--- config.mk ---
export PLATFORM = sky130hd
export DESIGN_NAME = voice_sequencer
export DESIGN_NICKNAME = d
export VERILOG_FILES = /design/src/rtl/voice_sequencer.sv
export SDC_FILE = /design/constraint.sdc
export NUM_CORES = 1
export LEC_CHECK = 0
export CORE_UTILIZATION = 35
export CTS_BUF_LIST = sky130_fd_sc_hd__clkbuf_8
export DETAILED_ROUTE_END_ITERATION = 8
export PLACE_DENSITY_LB_ADDON = 0.08
export SLEW_MARGIN = 20
export SYNTH_ARGS = -nofsm -noshare
export SYNTH_HDL_FRONTEND = slang
export SYNTH_SLANG_ARGS = --single-unit
--- constraint.sdc ---
create_clock -name clk_i -period 4.59 [get_ports clk_i]
set_input_delay 0.918 -clock clk_i [delete_from_list [all_inputs] [get_ports clk_i]]
set_output_delay 0.918 -clock clk_i [all_outputs]
set_load 0.02 [all_outputs]
--- src/rtl/voice_sequencer.sv ---
// Voice scheduler and mixer: walks NUM_VOICES voices per sample tick, accumulates
// signed samples, applies master volume. Define VOICE_SEQ_SATURATE_EN to clamp instead of wrap.
module voice_sequencer #(
    parameter int NUM_VOICES  = 3,
    parameter int WAVE_W      = 10,
    parameter int OUT_W       = 16,
    parameter int OUT_SHIFT   = 0,
    parameter int TIMEOUT_CYC = 255,
    localparam int IDX_W      = (NUM_VOICES > 1) ? $clog2(NUM_VOICES) : 1,
    localparam int ACC_W      = WAVE_W + 1 + $clog2(NUM_VOICES)
) (
    input  logic                           clk_i,
    input  logic                           rst_ni,
    input  logic                           sample_tick_i,
    input  logic [NUM_VOICES-1:0][7:0]     freq_lo_i,
    input  logic [NUM_VOICES-1:0][7:0]     freq_hi_i,
    input  logic [NUM_VOICES-1:0][7:0]     pw_lo_i,
    input  logic [NUM_VOICES-1:0][7:0]     pw_hi_i,
    input  logic [NUM_VOICES-1:0][7:0]     control_i,
    input  logic [NUM_VOICES-1:0]          voice_en_i,
    input  logic [3:0]                     master_vol_i,
    input  logic                           voice_ready_i,
    input  logic [WAVE_W-1:0]              voice_wave_i,
    output logic                           voice_start_o,
    output logic [IDX_W-1:0]               voice_idx_o,
    output logic [15:0]                    voice_freq_o,
    output logic [11:0]                    voice_pw_o,
    output logic [3:0]                     voice_wave_o,
    output logic                           audio_valid_o,
    input  logic                           audio_ready_i,
    output logic [OUT_W-1:0]               audio_o,
    output logic                           overrun_o,
    output logic                           timeout_o,
    input  logic                           flags_clr_i
);

    localparam int CNT_W  = (TIMEOUT_CYC > 1) ? $clog2(TIMEOUT_CYC + 1) : 1;
    localparam int PROD_W = ACC_W + 5;
    localparam int RES_W  = PROD_W + OUT_SHIFT + OUT_W + 1;
    localparam int MID    = 2 ** (WAVE_W - 1);

    typedef enum logic [2:0] {
        S_IDLE  = 3'd0,
        S_START = 3'd1,
        S_WAIT  = 3'd2,
        S_SCALE = 3'd3,
        S_OUT   = 3'd4
    } state_t;

    state_t                   r_state;
    state_t                   w_next;
    logic signed [ACC_W-1:0]  r_acc;
    logic [IDX_W-1:0]         r_idx;
    logic [CNT_W-1:0]         r_cnt;
    logic [OUT_W-1:0]         r_audio;
    logic                     r_overrun;
    logic                     r_timeout;

    logic                     w_last;
    logic                     w_en;
    logic                     w_expired;
    logic                     w_done;
    logic                     w_to_event;
    logic                     w_ov_event;
    logic signed [ACC_W-1:0]  w_term;
    logic signed [PROD_W-1:0] w_prod;
    logic signed [RES_W-1:0]  w_shift;
    logic [OUT_W-1:0]         w_result;
    logic                     w_unused;

    assign w_last     = (r_idx == IDX_W'(NUM_VOICES - 1));
    assign w_en       = voice_en_i[r_idx];
    assign w_expired  = (r_cnt == '0);
    assign w_done     = (r_state == S_WAIT) && (voice_ready_i || w_expired);
    assign w_to_event = (r_state == S_WAIT) && !voice_ready_i && w_expired;
    assign w_ov_event = sample_tick_i && (r_state != S_IDLE);

    // Raw generator samples are offset-binary; re-centre around zero.
    assign w_term  = $signed({{(ACC_W-WAVE_W){1'b0}}, voice_wave_i}) - $signed(ACC_W'(MID));
    assign w_prod  = PROD_W'(r_acc) * PROD_W'($signed({1'b0, master_vol_i}));
    assign w_shift = RES_W'(w_prod) <<< OUT_SHIFT;

`ifdef VOICE_SEQ_SATURATE_EN
    logic [RES_W-OUT_W:0] w_upper;
    assign w_upper = w_shift[RES_W-1:OUT_W-1];
    always_comb begin
        if ((&w_upper) || !(|w_upper)) begin
            w_result = w_shift[OUT_W-1:0];
        end else if (w_shift[RES_W-1]) begin
            w_result = {1'b1, {(OUT_W-1){1'b0}}};
        end else begin
            w_result = {1'b0, {(OUT_W-1){1'b1}}};
        end
    end
`else
    assign w_result = OUT_W'(w_shift);
`endif

    assign voice_idx_o  = r_idx;
    assign voice_freq_o = {freq_hi_i[r_idx], freq_lo_i[r_idx]};
    assign voice_pw_o   = {pw_hi_i[r_idx][3:0], pw_lo_i[r_idx]};
    assign voice_wave_o = control_i[r_idx][7:4];
    assign audio_o      = r_audio;
    assign overrun_o    = r_overrun;
    assign timeout_o    = r_timeout;
    assign w_unused     = &{1'b0, control_i, pw_hi_i};

    always_ff @(posedge clk_i or negedge rst_ni) begin
        if (!rst_ni) begin
            r_state <= S_IDLE;
        end else begin
            r_state <= w_next;
        end
    end

    always_comb begin
        w_next = r_state;
        case (r_state)
            S_IDLE:  if (sample_tick_i) w_next = S_START;
            S_START: begin
                if (w_en)        w_next = S_WAIT;
                else if (w_last) w_next = S_SCALE;
            end
            S_WAIT: begin
                if (w_done) w_next = w_last ? S_SCALE : S_START;
            end
            S_SCALE: w_next = S_OUT;
            S_OUT:   if (audio_ready_i) w_next = S_IDLE;
            default: w_next = S_IDLE;
        endcase
    end

    always_comb begin
        voice_start_o = 1'b0;
        audio_valid_o = 1'b0;
        case (r_state)
            S_START: voice_start_o = w_en;
            S_OUT:   audio_valid_o = 1'b1;
            default: ;
        endcase
    end

    always_ff @(posedge clk_i or negedge rst_ni) begin
        if (!rst_ni) begin
            r_acc     <= '0;
            r_idx     <= '0;
            r_cnt     <= '0;
            r_audio   <= '0;
            r_overrun <= 1'b0;
            r_timeout <= 1'b0;
        end else begin
            case (r_state)
                S_IDLE: begin
                    if (sample_tick_i) begin
                        r_acc <= '0;
                        r_idx <= '0;
                    end
                end
                S_START: begin
                    if (w_en)         r_cnt <= CNT_W'(TIMEOUT_CYC - 1);
                    else if (!w_last) r_idx <= r_idx + IDX_W'(1);
                end
                S_WAIT: begin
                    if (voice_ready_i)   r_acc <= r_acc + w_term;
                    else if (!w_expired) r_cnt <= r_cnt - CNT_W'(1);
                    if (w_done && !w_last) r_idx <= r_idx + IDX_W'(1);
                end
                S_SCALE: r_audio <= w_result;
                default: ;
            endcase
            // A set event in the clear cycle keeps the flag high.
            if (w_ov_event)       r_overrun <= 1'b1;
            else if (flags_clr_i) r_overrun <= 1'b0;
            if (w_to_event)       r_timeout <= 1'b1;
            else if (flags_clr_i) r_timeout <= 1'b0;
        end
    end

endmodule

Word level (Yosys, flattened, before mapping)
Index checks and enable logic that the tools add are counted.

Register bits: 44. Input port bits: 143. Output and inout port bits: 54.

Equality and inequality tests: 16. $mul: 1. $add $sub $neg: 4. $lt $le $gt $ge: 1. Muxes and demuxes: 36. Reductions and logical operators: 20.

Operators with widths (count): $bmux W8 S2 (5); $mux W8 (7); $mux W13 (2); $pmux W13 S2 (1); $ne A2 B2 Y1 const B (9); $mul A13 B5 Y16 (1); $pmux W8 S2 (1); $mux W3 (5); $pmux W3 S5 (1); $add A13 B11 Y13 (1); $sub A10 B10 Y11 const B (1); $mux W2 (5); $logic_not A8 Y1 (1); $reduce_and A4 Y1 (2); $reduce_bool A2 Y1 (4); $sub A8 B1 Y8 const B (1); $eq A3 B2 Y1 const B (2); $mux W1 (6); $pmux W2 S3 (1); $reduce_bool A3 Y1 (2); $logic_and A1 B1 Y1 (5); $reduce_and A5 Y1 (1); $mux W4 (1); $eq A3 B1 Y1 const B (1); other kinds (11) (12).

Longest topological paths before layout
Depth after elaboration: 6. Gate-level depth with buffers: 14. Depth with buffers taken out: 13.

Worst setup path after synthesis
OpenSTA, ideal clock, no wires.

Path type: input -> register. From: input port master_vol_i[2]. To: register r_audio[14], in the netlist audio_o[14]. Stages on the path: 14. Path slack: 384 ps. Data required time: 4521 ps. Arrival: 4137 ps. Buffers on the path: 1. Cells stage by stage: clkbuf_1 > and2_1 > ha_1 > inv_1 > fa_1 > fa_1 > inv_1 > ha_1 > nor2b_1 > o21ai_0 > a21boi_0 > o21a_1 > or4_1 > nand3_1.

Cells in the longest elaborated chain, start to end: 1.

RTL lines: start, declared (line 21) `input logic [3:0] master_vol_i,`; $mul A13 B5 Y16 (line 80) `assign w_prod = PROD_W'(r_acc) * PROD_W'($signed({1'b0, master_vol_i}));`; end signal, assigned (line 168) `S_SCALE: r_audio <= w_result;`; end, declared (line 55) `logic [OUT_W-1:0] r_audio;`.

Every way passes these cells. A chain may end at the register's enable or synchronous reset.

Final worst setup path
From: input port master_vol_i[3]. To: register r_audio[13], in the netlist audio_o[13].

The elaborated chain is that of the path after synthesis.

==> summary.txt <==
Outcome
  – Status: completed

Timing
  – Final min period: 4.413 ns
  – Relative slew slack: 44.57%
  – PnR worst setup slack: 0.1769 ns
  – Final Cycle Share: 96.15%
  – WHS: 0.4751 ns
  – Peak Freq: 0.2266 GHz
  – Max Slew Vio Count: 0
  – Finish-stage setup viols: 0
  – Final Skew: 0.006270 ns
  – Slew at the pin with the worst max-slew slack: 0.8295 ns
  – Unrepaired setup endpoints after global routing: no
  – Setup TNS: 0 ns
  – Hold violation total from the final report: 0

Routing
  – DRC: 0
  – Drt total wl: 12960 um
  – Final antenna-violating net count: 0
  – Initial DRC Count: 107
  – Router iterations before antenna repair: 4
  – WL/cell: 13.64 um
  – Via count: 4670
  – Via-to-Cell Ratio: 4.916

Critical path
  – CP peak stage delay: 0.55 ns
  – Crit-path leading delay family: adder cells
  – Critical path class: input port to flop
  – Critical path buffers and inverters: 4
  – Crit path DAT: 4.56 ns
  – CP max-delay cell: fa_1
  – Crit path cell chain: clkdlybuf4s50_1 -> buf_4 -> and2_1 -> ha_1 -> fa_1 -> inv_1 -> fa_1 -> inv_1 -> ha_1 -> or3_1 -> o211ai_1 -> o221ai_1 -> xnor2_1 -> o21ai_0
  – Worst path required time: 4.74 ns
  – CP Capture Type: flop
  – Max FO, Critical Path: 9
  – Setup crit start kind: input port

Floorplanning
  – Cell row count: 42
  – Die Wd: 119.9 um
  – Die height: 119.9 um
  – Die footprint: 14380 sq um
  – Num ports: 197
  – Core area: 13400 sq um
  – Initial Util: 36.32%

Min path
  – Worst Hold Class: flop to flop

Power
  – Power density over the cells: 491.3 nW/um^2
  – Leak: 3.110 nW
  – VDD IR max: 0.0002082 V

Global routing
  – First-pass GRT wire length: 21160 um
  – GRT overflow: 0
  – Total global-route track usage: 17.84%
  – Vias in the first global route: 4502
  – Pin count of the biggest net entering global routing: 45
  – Initial antenna violation count: 1

Yosys
  – Synthesized area per cell: 8.306 sq um
  – Most used DFF post-synth: dfrtp_1
  – Post-Syn Instances: 586
  – Sequential area share after synthesis: 22.62%
  – Seq cells post-synth: 44
  – Syn Std Cell Area: 4867 sq um
  – Yosys cell types: 55
  – Synth async-reset ratio: 100.0%
  – Syn. warnings: 0
  – EDFF count, synth: 0
  – Synthesized Nets: 798

Clock network
  – H-tree levels: 2
  – CTS tree: yes
  – Clock Tree Root: clkbuf_8
  – Clock buffer count from CTS: 5
  – Reg clk slew, reported paths: 0.08 ns
  – Clock sink count: 44
  – Clk Latency, worst-skew pair: 0.29 ns
  – Postcts setup bufs: 0
  – Max Root-Sink Buffers: 2

Final layout
  – Nets: 984
  – Multi-input combinational cell area: 3447 sq um
  – Share of layout cells above drive strength 1: 6.727%
  – Fill count: 1281
  – Most frequent cells in the layout: 170 x clkdlybuf4s50_1, 91 x nand2_1, 63 x o21ai_0, 60 x inv_1, 44 x ha_1
  – Layout overhead on the synthesized area: 44.58%
  – Non-Filler Instances: 950
  – Commonest non-fill, non-tap cell in the layout: clkdlybuf4s50_1
  – FF+latch area: 1102 sq um

Placement
  – Hpwl dp: 10690 um
  – Inst Count DP: 941
  – Post-place setup slack: -0.2069 ns
  – I/O Buffers: 172
  – Gpl congestion: 0.7906

Job
  – Max-cap violations: 0
report_power, final:
| group | internal [mW] | leakage [nW] | switching, mW | total, mW |
|---|---|---|---|---|
| registers | 0.526 | 0.553 | 0.200 | 0.726 |
| clock network | 0.120 | 0.0510 | 0.136 | 0.256 |
| logic | 1.21 | 2.51 | 1.27 | 2.47 |
worst register-to-register path, delay by kind of cell, from the launching register on:
family / cells / cell delay (ns)
AOI/OAI and AO/OA: 3 / 0.63
and+or+nand+nor: 4 / 0.88
adders and majority gates: 4 / 1.61
DFF: 1 / 0.47
buffers and inverters: 2 / 0.09
registers in the layout, summed over array words and instances (netlist names):
name	cells
audio_o	16
r_acc	13
r_cnt	8
r_state	3
voice_idx_o	2
overrun_o	1
timeout_o	1
logic make-up (layout without fill, tap and decap cells):
kind of cell	after synthesis	after routing	share of synthesized area (%)
compound gates	132	132	17.17
xor+xnor	23	23	4.139
fa+ha+maj	69	69	21.59
buf+inv	83	270	6.607
flops	44	44	22.62
mux	38	38	8.046
other cells	0	1	0
simple gates	197	197	19.82
metrics by stage:
step	power, mW	area [sq um]	utilization, %
2_1_floorplan	2.287	4867	-
3_3_place_gp	3.201	6937	51.76
3_5_place_dp	3.239	6937	51.76
4_1_cts	3.509	7029	52.46
5_1_grt	3.798	7037	52.51
6_report	3.457	7037	52.51
timing repair:
item / CTS / global route
endpoints found under the setup margin: 0 / 4
resized for setup: 0 / 2
endpoints found under the hold margin: 0 / 0
hold buffers: 0 / 0
routing by layer:
layer	vias to the layer above	global-route usage [%]	share of wire, %
li1	2361	-	-
met1	2199	21.73	43
met2	104	33.15	52
met3	6	2.709	4.6
met4	0	3.047	0.65
met5	-	0	0
worst paths after layout:
| kind | start | cells past startpoint | slack [ns] | to |
|---|---|---|---|---|
| worst max register to register | r_acc[1] | 13 | 0.87 | audio_o[14] |
| max in group asynchronous | rst_ni | 1 | 3.56 | voice_idx_o[1] |
| min in group asynchronous | rst_ni | 1 | 0.62 | r_cnt[4] |
| worst min-delay path | audio_o[0] | 2 | 0.48 | audio_o[0] |
| worst min register to register | audio_o[0] | 2 | 0.48 | audio_o[0] |
| worst max-delay path | master_vol_i[3] | 14 | 0.18 | audio_o[13] |
final cells by class:
| class | count | share of cell area, % |
|---|---|---|
| Multi-Input combinational cell | 459 | 48.99 |
| Clock buffer | 6 | 1.174 |
| Inverter | 60 | 3.201 |
| Tap cell | 176 | 3.129 |
| Timing Repair Buffer | 202 | 27.67 |
| Clock inverter | 2 | 0.1422 |
| Sequential cell | 44 | 15.67 |
| Antenna cell | 1 | 0.03556 |
Yosys cell counts, types with 3 or more instances:
cell type  instances  area, sq um
fa_1              25        500.5
mux2i_1           35        350.3
inv_1             60        225.2
o21a_1            14        105.1
dfrtp_1           44         1101
a21o_1             5        37.54
ha_1              44        550.5
nand2_1           91        341.6
o31ai_1            5        37.54
o211ai_1           3        22.52
nor3_1            11        55.05
a211oi_1           4        30.03
nand3_1           12        60.06
a22o_1             5        43.79
or3_1              4        25.02
xor2_1             8        70.07
nor2b_1            3        18.77
clkbuf_1          17        63.81
nand2b_1           5        31.28
o21ai_0           63        315.3
and2_1            42        262.8
a21oi_1           14        70.07
nor2_1            15        56.30
xnor2_1           15        131.4
buf_1              3        11.26
Note: power is estimated with default switching activity, not from simulation.
